`src/rtl/aim_trigger.sv`:
```
// Aim-dwell trigger: fires one shot once the smoothed aim point stays steady for
// DWELL_FRAMES frames, then holds off for COOLDOWN_FRAMES frames; also draws a crosshair.
module aim_trigger #(
    parameter logic [10:0] DWELL_RADIUS    = 11'd16,
    parameter logic [3:0]  DWELL_FRAMES    = 4'd10,
    parameter logic [5:0]  COOLDOWN_FRAMES = 6'd30,
    parameter logic [10:0] CROSS_HALF      = 11'd8
) (
    input  logic        clock,
    input  logic        resetn,
    input  logic [10:0] x,
    input  logic [10:0] y,
    input  logic [10:0] aimX,
    input  logic [10:0] aimY,
    output logic        fire,
    output logic [1:0]  state,
    output logic [3:0]  dwellCount,
    output logic [10:0] lockX,
    output logic [10:0] lockY,
    output logic        crosshairOn
);

    localparam logic [1:0] ST_IDLE  = 2'd0;
    localparam logic [1:0] ST_TRACK = 2'd1;
    localparam logic [1:0] ST_FIRE  = 2'd2;
    localparam logic [1:0] ST_COOL  = 2'd3;

    function automatic logic [10:0] abs_diff(input logic [10:0] a, input logic [10:0] b);
        return (a >= b) ? (a - b) : (b - a);
    endfunction

    logic [1:0]  state_q, state_d;
    logic [3:0]  dwell_q, dwell_d;
    logic [5:0]  cool_q, cool_d;
    logic [10:0] anchor_x_q, anchor_x_d, anchor_y_q, anchor_y_d;
    logic [10:0] lock_x_q, lock_x_d, lock_y_q, lock_y_d;
    logic        fire_q, fire_d;
    logic        xhair_q, xhair_d;
    logic        origin_q, origin_d;

    logic        tick, target, steady;
    logic [10:0] disp_x, disp_y;

    always_comb begin
        origin_d = (x == 11'd0) && (y == 11'd0);
        // Frame tick on the rising edge of "scan is at the origin".
        tick     = origin_d && !origin_q;
        target   = !((aimX == 11'd0) && (aimY == 11'd0));
        steady   = (abs_diff(aimX, anchor_x_q) <= DWELL_RADIUS) &&
                   (abs_diff(aimY, anchor_y_q) <= DWELL_RADIUS);

        state_d    = state_q;
        dwell_d    = dwell_q;
        cool_d     = cool_q;
        anchor_x_d = anchor_x_q;
        anchor_y_d = anchor_y_q;
        lock_x_d   = lock_x_q;
        lock_y_d   = lock_y_q;

        case (state_q)
            ST_IDLE: begin
                if (tick && target) begin
                    anchor_x_d = aimX;
                    anchor_y_d = aimY;
                    dwell_d    = 4'd0;
                    state_d    = ST_TRACK;
                end
            end
            ST_TRACK: begin
                if (tick) begin
                    if (!target) begin
                        state_d = ST_IDLE;
                        dwell_d = 4'd0;
                    end else if (steady) begin
                        if ((dwell_q + 4'd1) == DWELL_FRAMES) begin
                            state_d  = ST_FIRE;
                            lock_x_d = anchor_x_q;
                            lock_y_d = anchor_y_q;
                            dwell_d  = 4'd0;
                        end else begin
                            dwell_d = dwell_q + 4'd1;
                        end
                    end else begin
                        // Aim moved too far: restart the dwell around the new point.
                        anchor_x_d = aimX;
                        anchor_y_d = aimY;
                        dwell_d    = 4'd0;
                    end
                end
            end
            ST_FIRE: begin
                state_d = ST_COOL;
                cool_d  = 6'd0;
            end
            ST_COOL: begin
                if (tick) begin
                    if ((cool_q + 6'd1) == COOLDOWN_FRAMES) begin
                        state_d = ST_IDLE;
                        cool_d  = 6'd0;
                    end else begin
                        cool_d = cool_q + 6'd1;
                    end
                end
            end
            default: state_d = ST_IDLE;
        endcase

        fire_d = (state_d == ST_FIRE);

        if ((state_q == ST_IDLE) || (state_q == ST_TRACK)) begin
            disp_x = anchor_x_q;
            disp_y = anchor_y_q;
        end else begin
            disp_x = lock_x_q;
            disp_y = lock_y_q;
        end

        xhair_d = !((disp_x == 11'd0) && (disp_y == 11'd0)) &&
                  (((x == disp_x) && (abs_diff(y, disp_y) <= CROSS_HALF)) ||
                   ((y == disp_y) && (abs_diff(x, disp_x) <= CROSS_HALF)));
    end

    always_ff @(posedge clock or negedge resetn) begin
        if (!resetn) begin
            state_q    <= ST_IDLE;
            dwell_q    <= 4'd0;
            cool_q     <= 6'd0;
            anchor_x_q <= 11'd0;
            anchor_y_q <= 11'd0;
            lock_x_q   <= 11'd0;
            lock_y_q   <= 11'd0;
            fire_q     <= 1'b0;
            xhair_q    <= 1'b0;
            origin_q   <= 1'b0;
        end else begin
            state_q    <= state_d;
            dwell_q    <= dwell_d;
            cool_q     <= cool_d;
            anchor_x_q <= anchor_x_d;
            anchor_y_q <= anchor_y_d;
            lock_x_q   <= lock_x_d;
            lock_y_q   <= lock_y_d;
            fire_q     <= fire_d;
            xhair_q    <= xhair_d;
            origin_q   <= origin_d;
        end
    end

    assign fire        = fire_q;
    assign state       = state_q;
    assign dwellCount  = dwell_q;
    assign lockX       = lock_x_q;
    assign lockY       = lock_y_q;
    assign crosshairOn = xhair_q;

endmodule

```
`config.mk`:
```
export PLATFORM = sky130hd
export DESIGN_NAME = aim_trigger
export DESIGN_NICKNAME = d
export VERILOG_FILES = /design/src/rtl/aim_trigger.sv
export SDC_FILE = /design/constraint.sdc
export NUM_CORES = 1
export LEC_CHECK = 0
export BUFFER_PORTS_ARGS = -buffer_cell sky130_fd_sc_hd__buf_2
export CAP_MARGIN = 0
export CORE_MARGIN = 4
export CORE_UTILIZATION = 38
export CTS_BUF_LIST = sky130_fd_sc_hd__clkbuf_4
export DETAILED_ROUTE_END_ITERATION = 12
export GPL_TIMING_DRIVEN = 0
export SYNTH_ARGS = -nofsm -noshare
export SYNTH_HDL_FRONTEND = slang
export SYNTH_SLANG_ARGS = --single-unit
```
`constraint.sdc`:
```
create_clock -name clock -period 6.24 [get_ports clock]
set_clock_uncertainty 0.15 [all_clocks]
set_input_delay 0.624 -clock clock [delete_from_list [all_inputs] [get_ports clock]]
set_output_delay 0.624 -clock clock [all_outputs]
set_load 0.01 [all_outputs]
```
### Yosys cells after proc, flatten, opt, wreduce, memory -nomap -nowiden

Cells that the tools add are included.

| operators by class | value |
|---|---|
| add/sub/neg operators | 10 |
| $lt $le $gt $ge | 8 |
| equality and inequality tests | 13 |
| muxes and demuxes | 33 |
| bitwise logic cells | 1 |
| reductions and logical operators | 27 |

Operators by type and width:

| operator | number |
|---|---|
| 11-bit 2-to-1 mux | 14 |
| 11-bit subtractor | 8 |
| 11-bit zero test | 6 |
| 11-bit >= comparator | 4 |
| 11-bit case mux with 2 select lines | 2 |
| 11-bit equality test | 2 |
| 11-bit by 4-bit less-or-equal comparator with 1-bit output (second input constant) | 2 |
| 11-bit by 5-bit less-or-equal comparator with 1-bit output (second input constant) | 2 |
| 4-bit 2-to-1 mux | 5 |
| 2-bit 2-to-1 mux | 7 |
| 6-bit 2-to-1 mux | 2 |
| 6-bit case mux with 2 select lines | 1 |
| 2-bit != test (second input constant) | 5 |
| 5-bit AND reduction | 2 |
| 1-bit logical AND | 9 |
| 2-bit case mux with 4 select lines | 1 |
| 4-bit case mux with 2 select lines | 1 |
| 6-bit by 1-bit adder with 6-bit output (second input constant) | 1 |
| 2-bit equality test (second input constant) | 3 |
| 6-bit by 5-bit equality test with 1-bit output (second input constant) | 1 |
| 4-bit by 1-bit adder with 4-bit output (second input constant) | 1 |
| 4-bit equality test (second input constant) | 1 |
| 2-bit nonzero test | 2 |
| 1-bit zero test | 3 |
| 6 further kinds | 7 |

| storage, ports and cells | value |
|---|---|
| flip-flop bits (word level) | 59 |
| bits of input ports | 46 |

### Depth between registers and ports, before layout

Gate-level depths: netlist (run 1).

| depth | value |
|---|---|
| word-level depth | 9 |
| gate-level depth with buffers | 18 |
| gate-level depth less buffers | 13 |

### Least setup slack after synthesis (run 1)

OpenSTA, ideal clock, no wires.

| timing path | value |
|---|---|
| path kind | reg-to-reg |
| start | register state_q[1], in the netlist state[1] |
| end | register xhair_q, in the netlist crosshairOn |
| arrival | 4548 ps |
| slack | 1446 ps |
| cell stages (with the launch flop) | 17 |
| path buffers | 4 |
| period minus slack after synthesis | 4794 ps |
| cell sequence | dfrtp_1 -> clkbuf_1 -> buf_1 -> clkbuf_1 -> clkbuf_1 -> o21a_1 -> inv_1 -> ha_1 -> nand2b_1 -> a21oi_1 -> o41ai_1 -> o31ai_1 -> mux4_2 -> a2bb2oi_1 -> a2111oi_0 -> o2111ai_1 -> o31ai_1 |

| on the way | value |
|---|---|
| cells in the longest elaborated chain, start to end | 9 |
| elaborated cells between the ends (all ways) | 25 |
| classes of those cells | add/sub: 4; order compare: 4; eq/ne: 3; mux: 4; reduce/logical: 10 |

Ends and longest elaborated chain:

| item | line | RTL |
|---|---|---|
| start: declaration | 32 | `logic [1:0] state_q, state_d;` |
| start signal: assignment | 136 | `state_q <= state_d;` |
| 2-bit by 1-bit equality test with 1-bit output / 2-bit zero test (equally long branches) | 110 | `if ((state_q == ST_IDLE) \|\| (state_q == ST_TRACK)) begin` |
| 1-bit logical OR * | 110 |  |
| 11-bit 2-to-1 mux | 110 |  |
| 11-bit subtractor / 11-bit >= comparator (equally long branches) | 29 | `return (a >= b) ? (a - b) : (b - a);` |
| 11-bit 2-to-1 mux | 29 |  |
| 11-bit by 4-bit less-or-equal comparator with 1-bit output, on equally long branches | 119, 120 |  |
| 1-bit logical AND, on equally long branches | 119, 120 |  |
| 1-bit logical OR | 119 | `(((x == disp_x) && (abs_diff(y, disp_y) <= CROSS_HALF)) \|\|` |
| 1-bit logical AND * | 118 | `xhair_d = !((disp_x == 11'd0) && (disp_y == 11'd0)) &&` |
| via xhair_d | 38 | `logic xhair_q, xhair_d;` |
| end signal: assignment | 144 | `xhair_q <= xhair_d;` |
| end: declaration | 38 |  |

The timed path passes the listed nets; every way through them passes the cells marked *.
A chain may end at the register's enable or synchronous reset.

### Worst setup path after layout (run 1)

Ends and elaborated chain as after synthesis.

==> results of run 1 <==
-- flip-flops by register name, indices dropped and copies added (netlist names) --
signal	count
state	2
anchor_x_q	11
fire	1
crosshairOn	1
cool_q	6
lockY	11
lockX	11
origin_q	1
dwellCount	4
anchor_y_q	11
-- cell families after synthesis --
family,Yosys count,synth area share
flip-flops,59,0.217
AND/OR/NAND/NOR,261,0.194
multiplexers,66,0.114
AO/OA/AOI/OAI,211,0.215
buffers and inverters,128,0.0742
XOR/XNOR,19,0.0244
adder cells (fa/ha/maj),88,0.162
-- cell usage in the layout, fill, tap and decap left out, types with 8 or more instances in the layout --
master    instances
nand2_1          63
clkbuf_4          9
o31ai_1           9
mux2_4           19
xnor2_1          15
nor4_1           21
nor3_1           24
nor2_1           56
o211ai_1         11
mux2_2            8
nor2b_1          16
buf_2            76
mux2i_1          38
o21ai_0          32
nand3_1          27
ha_1             88
nand2b_1          8
dfrtp_1          59
a21oi_1          57
inv_1           100
o21a_1           24
nand4_1          14
a21o_1           10
clkbuf_1         21
-- area by class of cell --
| cell class | instances | area share |
|---|---|---|
| Clock inverter | 6 | 0.00756 |
| Antenna cell | 1 | 0.000329 |
| Inverter | 100 | 0.0493 |
| Buffer | 27 | 0.0168 |
| Clock buffer | 9 | 0.00887 |
| Multi-Input combinational cell | 645 | 0.637 |
| Timing Repair Buffer | 75 | 0.0496 |
| Sequential cell | 59 | 0.194 |
| Tap cell | 225 | 0.0370 |
-- power groups by stage --
| stage | registers, uW | logic [uW] | clock network (uW) |
|---|---|---|---|
| final | 382 | 205 | 269 |
| after detailed placement | 390 | 202 | 0 |
| after floorplan | 390 | 137 | 0 |
| after global placement | 390 | 200 | 0 |
| after global routing | 382 | 230 | 295 |
| after CTS | 382 | 203 | 280 |
-- what timing repair did --
item | in CTS | in global routing
setup buffers | 0 | 0
endpoints found under the setup margin | 1 | 1
resized for setup | 1 | 4
cloned | 0 | 0
-- metrics by stage --
stage               cell area, um^2  power [uW]
finish                         7620         856
global route                   7620         907
CTS                            7600         864
detailed placement             7470         591
global placement               7470         590
floorplan                      6810         527
-- worst paths after layout --
| kind | startpoint | end | cells after the start |
|---|---|---|---|
| max | state[1]$_DFF_PN0_ | crosshairOn$_DFF_PN0_ | 15 |
| min | resetn | anchor_x_q[2]$_DFFE_PN0P_ | 1 |
| max reg2reg | state[1]$_DFF_PN0_ | crosshairOn$_DFF_PN0_ | 15 |
| min reg2reg | cool_q[5]$_DFFE_PN0P_ | cool_q[5]$_DFFE_PN0P_ | 1 |
| max in group asynchronous | resetn | cool_q[1]$_DFFE_PN0P_ | 1 |
| min in group clock | x[8] | origin_q$_DFF_PN0_ | 2 |
-- layer usage --
layer,vias up,share of wire,track usage,wire [um]
met4,0,0.014,0.0429,256
met2,154,0.45,0.291,8440
li1,3178,-,-,-
met3,20,0.047,0.0303,882
met5,-,0,0,0
met1,2943,0.49,0.264,9210
==> results.py, run 1 <==
metrics = {
    "timing": {
        "holdWs_ps": 116,
        "rsz0062_at_grt": "false",
        "slew_viol_final": 0,
        "worstMarginPinSlew_ps": 992,
        "period_share": 0.935,
        "tns_ps": 0,
        "relSlewSlack": 0.330,
        "fmax_ghz": 0.171,
        "setup_ws_ps": 408,
        "setup_viol": 0,
        "min_period_ps": 5830,
        "hold_viol": 0,
    },
    "setup_path": {
        "max_stage_delay_ps": 710,
        "crit_arrival_ps": 5980,
        "start_kind": "register",
        "required_ps": 6380,
        "ff2ff_setup_slack_ps": 410,
        "path_max_fanout": 10,
        "crit_chain": "clkbuf_2 > clkbuf_1 > clkbuf_1 > o21a_1 > inv_1 > ha_1 > nand3_1 > nor4_1 > a2111oi_2 > o31ai_4 > mux4_2 > a2bb2oi_1 > a2111oi_0 > o2111ai_1 > o31ai_1",
        "path_class": "register to register",
        "cp_common_cell": "clkbuf_1",
        "cp_top_family": "compound AO/OA/AOI/OAI gates",
        "path_buf_inv": 4,
        "crit_path_end_kind": "register",
        "crit_slowest_cell": "dfrtp_1",
    },
    "logic_synthesis": {
        "ys_types": 69,
        "synth_common_cells": "inv_1 (100), ha_1 (88), nand2_1 (63), dfrtp_1 (59), a21oi_1 (57)",
        "yosysWarnings": 0,
        "yosys_most_used_dff": "dfrtp_1",
        "ys_ff_latch": 59,
        "syn_area_mm2": 0.00681,
        "netlist_instances": 832,
        "yosys.area.top_type": "dfrtp_1",
        "synth_top_area_share": 0.217,
        "yosysMostFrequentCell": "inv_1",
        "synth_nets": 966,
        "yosysSeqAreaShare": 0.217,
        "synth_area_leaders": "dfrtp_1 (22%), ha_1 (16%), mux2i_1 (5.6%)",
        "syn_avg_cell_area_um2": 8.19,
        "async_flop_share": 1.00,
        "synth_edf_count": 0,
    },
    "floorplanning": {
        "core-area_mm2": 0.0174,
        "ios": 76,
        "die_height_um": 142,
        "fp-row-count": 48,
        "initial_utilization": 0.391,
        "die-area_mm2": 0.0201,
        "die_x_um": 142,
    },
    "routing": {
        "remaining_drc_errors": 0,
        "viasPerCell": 5.49,
        "ant_nets": 0,
        "wl_per_cell_um": 16.4,
        "vias": 6295,
        "drtIter0Drc": 367,
        "totalWireLength_mm": 18.8,
        "first_pass_iters": 5,
    },
    "cells_and_area": {
        "drive_gt1_frac": 0.150,
        "final_cells": 1147,
        "multi_input_area_mm2": 0.00485,
        "n_fill_cell": 1780,
        "area_delta_synth_final_pct": 11.8,
        "fin_nets": 1051,
        "final_util": 0.437,
        "ff_latch_area_mm2": 0.00148,
    },
    "clocking": {
        "cts_tree": "done",
        "clock-root-buffer": "clkbuf_4",
        "h-tree-depth": 3,
        "hold_buffers": 0,
        "clk_latency_ps": 420,
        "cts_buffers": 9,
        "clk_pin_slew_ps": 110,
        "clock-sinks": 59,
        "cts.path.max_buffers": 2,
    },
    "placement": {
        "pre_cts_ws_ps": -247,
        "portBuffers": 75,
        "place_inst": 1132,
        "gp_congestion": 0.864,
        "dp_hpwl_mm": 15.4,
    },
    "job": {
        "max_cap_violations": 0,
    },
    "global_routing": {
        "grt_pass1_vias": 5875,
        "antenna_found_initial": 1,
        "grt_overflow": 0,
        "grt_pass1_wl_mm": 30.0,
        "grt_max_degree": 60,
        "grt_use_total": 0.184,
    },
    "pwr": {
        "power_frac_comb": 0.239,
        "power.internal_uw": 580,
        "p_leak_uw": 0.00358,
        "power.density_mw_per_mm2": 112,
        "switching_share": 0.323,
        "peakVddDrop_mv": 0.0779,
        "seqPwrFrac": 0.446,
        "p_sw_uw": 276,
        "clockPowerShare": 0.315,
    },
    "hold_path": {
        "hold_path.class": "input port to async pin",
    },
    "outcome": {
        "status": "finished, final reports clean",
    },
}
Power figures use the tool's default switching activity.
==> run 2: changes to the inputs <==
- CORE_UTILIZATION: 38 -> 55
- PLACE_DENSITY: unset -> 0.76
==> results.py, run 2 (synthesis results as in run 1) <==
metrics = {
    "timing": {
        "fmax_ghz": 0.171,
        "rsz0062_at_grt": "false",
        "period_share": 0.939,
        "slew_viol_final": 0,
        "setup_viol": 0,
        "min_period_ps": 5860,
        "hold_viol": 0,
        "relSlewSlack": 0.444,
        "worstMarginPinSlew_ps": 829,
    },
    "floorplanning": {
        "initial_utilization": 0.565,
        "fp-row-count": 40,
        "ios": 76,
        "core-area_mm2": 0.0121,
        "die-area_mm2": 0.0142,
        "die_height_um": 119,
        "die_x_um": 119,
    },
    "cells_and_area": {
        "ff_latch_area_mm2": 0.00148,
        "design_area_mm2": 0.00757,
        "drive_gt1_frac": 0.151,
        "final_common_cell": "inv_1",
        "n_fill_cell": 1083,
        "area_delta_synth_final_pct": 11.1,
        "layout_common_cells": "inv_1 (100), ha_1 (88), buf_2 (76), nand2_1 (63), dfrtp_1 (59)",
        "fin_nets": 1051,
        "multi_input_area_mm2": 0.00484,
        "antennaDiodeCount": 0,
        "final_util": 0.628,
    },
    "pwr": {
        "clockPowerShare": 0.358,
        "power.density_mw_per_mm2": 120,
        "switching_share": 0.303,
        "power.internal_uw": 633,
        "power_frac_comb": 0.222,
        "p_leak_uw": 0.00360,
        "peakVddDrop_mv": 0.109,
        "p_total_uw": 910,
        "seqPwrFrac": 0.420,
        "p_sw_uw": 276,
    },
    "global_routing": {
        "grt_use_total": 0.253,
        "grt_pass1_vias": 6004,
        "grt_max_degree": 60,
        "grt_overflow": 0,
        "antenna_found_initial": 0,
        "grt_pass1_wl_mm": 29.5,
    },
    "routing": {
        "top_layer_used": "met4",
        "remaining_drc_errors": 0,
        "met1_length_mm": 8.25,
        "dr_wl_met3_mm": 1.05,
        "vias": 6325,
        "wl_met2_mm": 8.20,
        "totalWireLength_mm": 17.8,
        "wl_per_cell_um": 16.3,
        "ant_nets": 0,
        "drtIter0Drc": 541,
        "viasPerCell": 5.80,
        "first_pass_iters": 6,
    },
    "hold_path": {
        "hold_path.class": "input port to async pin",
    },
    "clocking": {
        "clk_pin_slew_ps": 110,
        "clock-root-buffer": "clkbuf_4",
        "cts.path.max_buffers": 2,
        "clk_latency_ps": 450,
        "hold_buffers": 0,
        "cts_tree": "done",
        "cts_buffers": 9,
        "h-tree-depth": 3,
        "clock-sinks": 59,
    },
    "setup_path": {
        "start_kind": "register",
        "crit_arrival_ps": 6020,
        "path_class": "register to register",
        "path_max_fanout": 10,
        "reg2reg_depth": 15,
        "crit_path_end_kind": "register",
        "required_ps": 6400,
    },
    "job": {
        "max_cap_violations": 0,
    },
    "placement": {
        "portBuffers": 75,
        "placed_cell_area_mm2": 0.00740,
        "gp_congestion": 0.923,
        "dp_hpwl_mm": 14.3,
    },
    "outcome": {
        "status": "finished, final reports clean",
    },
}
==> run 2: changes by cell type in the layout (fill, tap and decap cells not counted), sizes merged <==
| cell | previous run | this run |
|---|---|---|
| clkbuf | 31 | 32 |
| bufinv | 1 | 2 |
| buf | 80 | 81 |
| clkinvlp | 2 | 0 |
| diode | 1 | 0 |
==> run 2: per-layer routing <==
metal,vias to the layer above,track usage
met5,-,0
met4,0,0.0537
met3,30,0.0608
met2,187,0.404
met1,2935,0.350
li1,3173,-
==> run 2: worst paths after layout <==
kind                                  startpoint                   endpoint  slack [ps]
hold / removal                            resetn       lockX[1]$_DFFE_PN0P_          90
hold reg to reg            cool_q[5]$_DFFE_PN0P_      cool_q[5]$_DFFE_PN0P_         340
max in group asynchronous                 resetn  dwellCount[0]$_DFFE_PN0P_        5340
setup reg to reg              state[1]$_DFF_PN0_      crosshairOn$_DFF_PN0_         380
min in group clock                          x[8]         origin_q$_DFF_PN0_         230
setup / recovery              state[1]$_DFF_PN0_      crosshairOn$_DFF_PN0_         380
==> run 2: what timing repair did <==
item                                    CTS  global route
buffers inserted                          0             0
gates resized for setup                   1             2
endpoints found under the setup margin    1             1
==> run 2: cell type report <==
class,count,area share
multi-input cells,645,0.640
inverters,100,0.0496
clock buffers,11,0.0109
flip-flops and latches,59,0.195
plain buffers,27,0.0167
repair buffers,75,0.0499
clock inverters,5,0.0102
well taps,168,0.0278
==> run 2: metrics by stage <==
stage	setup WS, ps	instances	hold WS, ps	TNS [ps]
detailed placement	-88.4	1075	328	-88.4
global route	82.1	1090	123	0
global placement	-1.68	1075	322	-1.68
floorplan	1450	832	178	0
finish	378	1090	87.2	0
CTS	244	1091	225	0
==> run 2: power by group through the flow <==
stage | logic (uW) | clock network (uW) | registers (uW)
floorplan | 137 | 0 | 390
detailed placement | 198 | 0 | 390
global route | 227 | 348 | 382
CTS | 200 | 328 | 382
global placement | 196 | 0 | 390
finish | 202 | 325 | 382
==> run 2: critical path, stage by stage, from the launching register on <==
cell	delay, ps
dfrtp_1	710
buf_1	470
clkbuf_1	460
clkbuf_1	440
o21a_1	200
inv_1	50
ha_1	310
nand2b_1	90
a21oi_1	270
o41ai_1	190
o31ai_2	700
mux4_2	590
a2bb2oi_1	160
a2111oi_0	500
o2111ai_1	270
o31ai_1	180
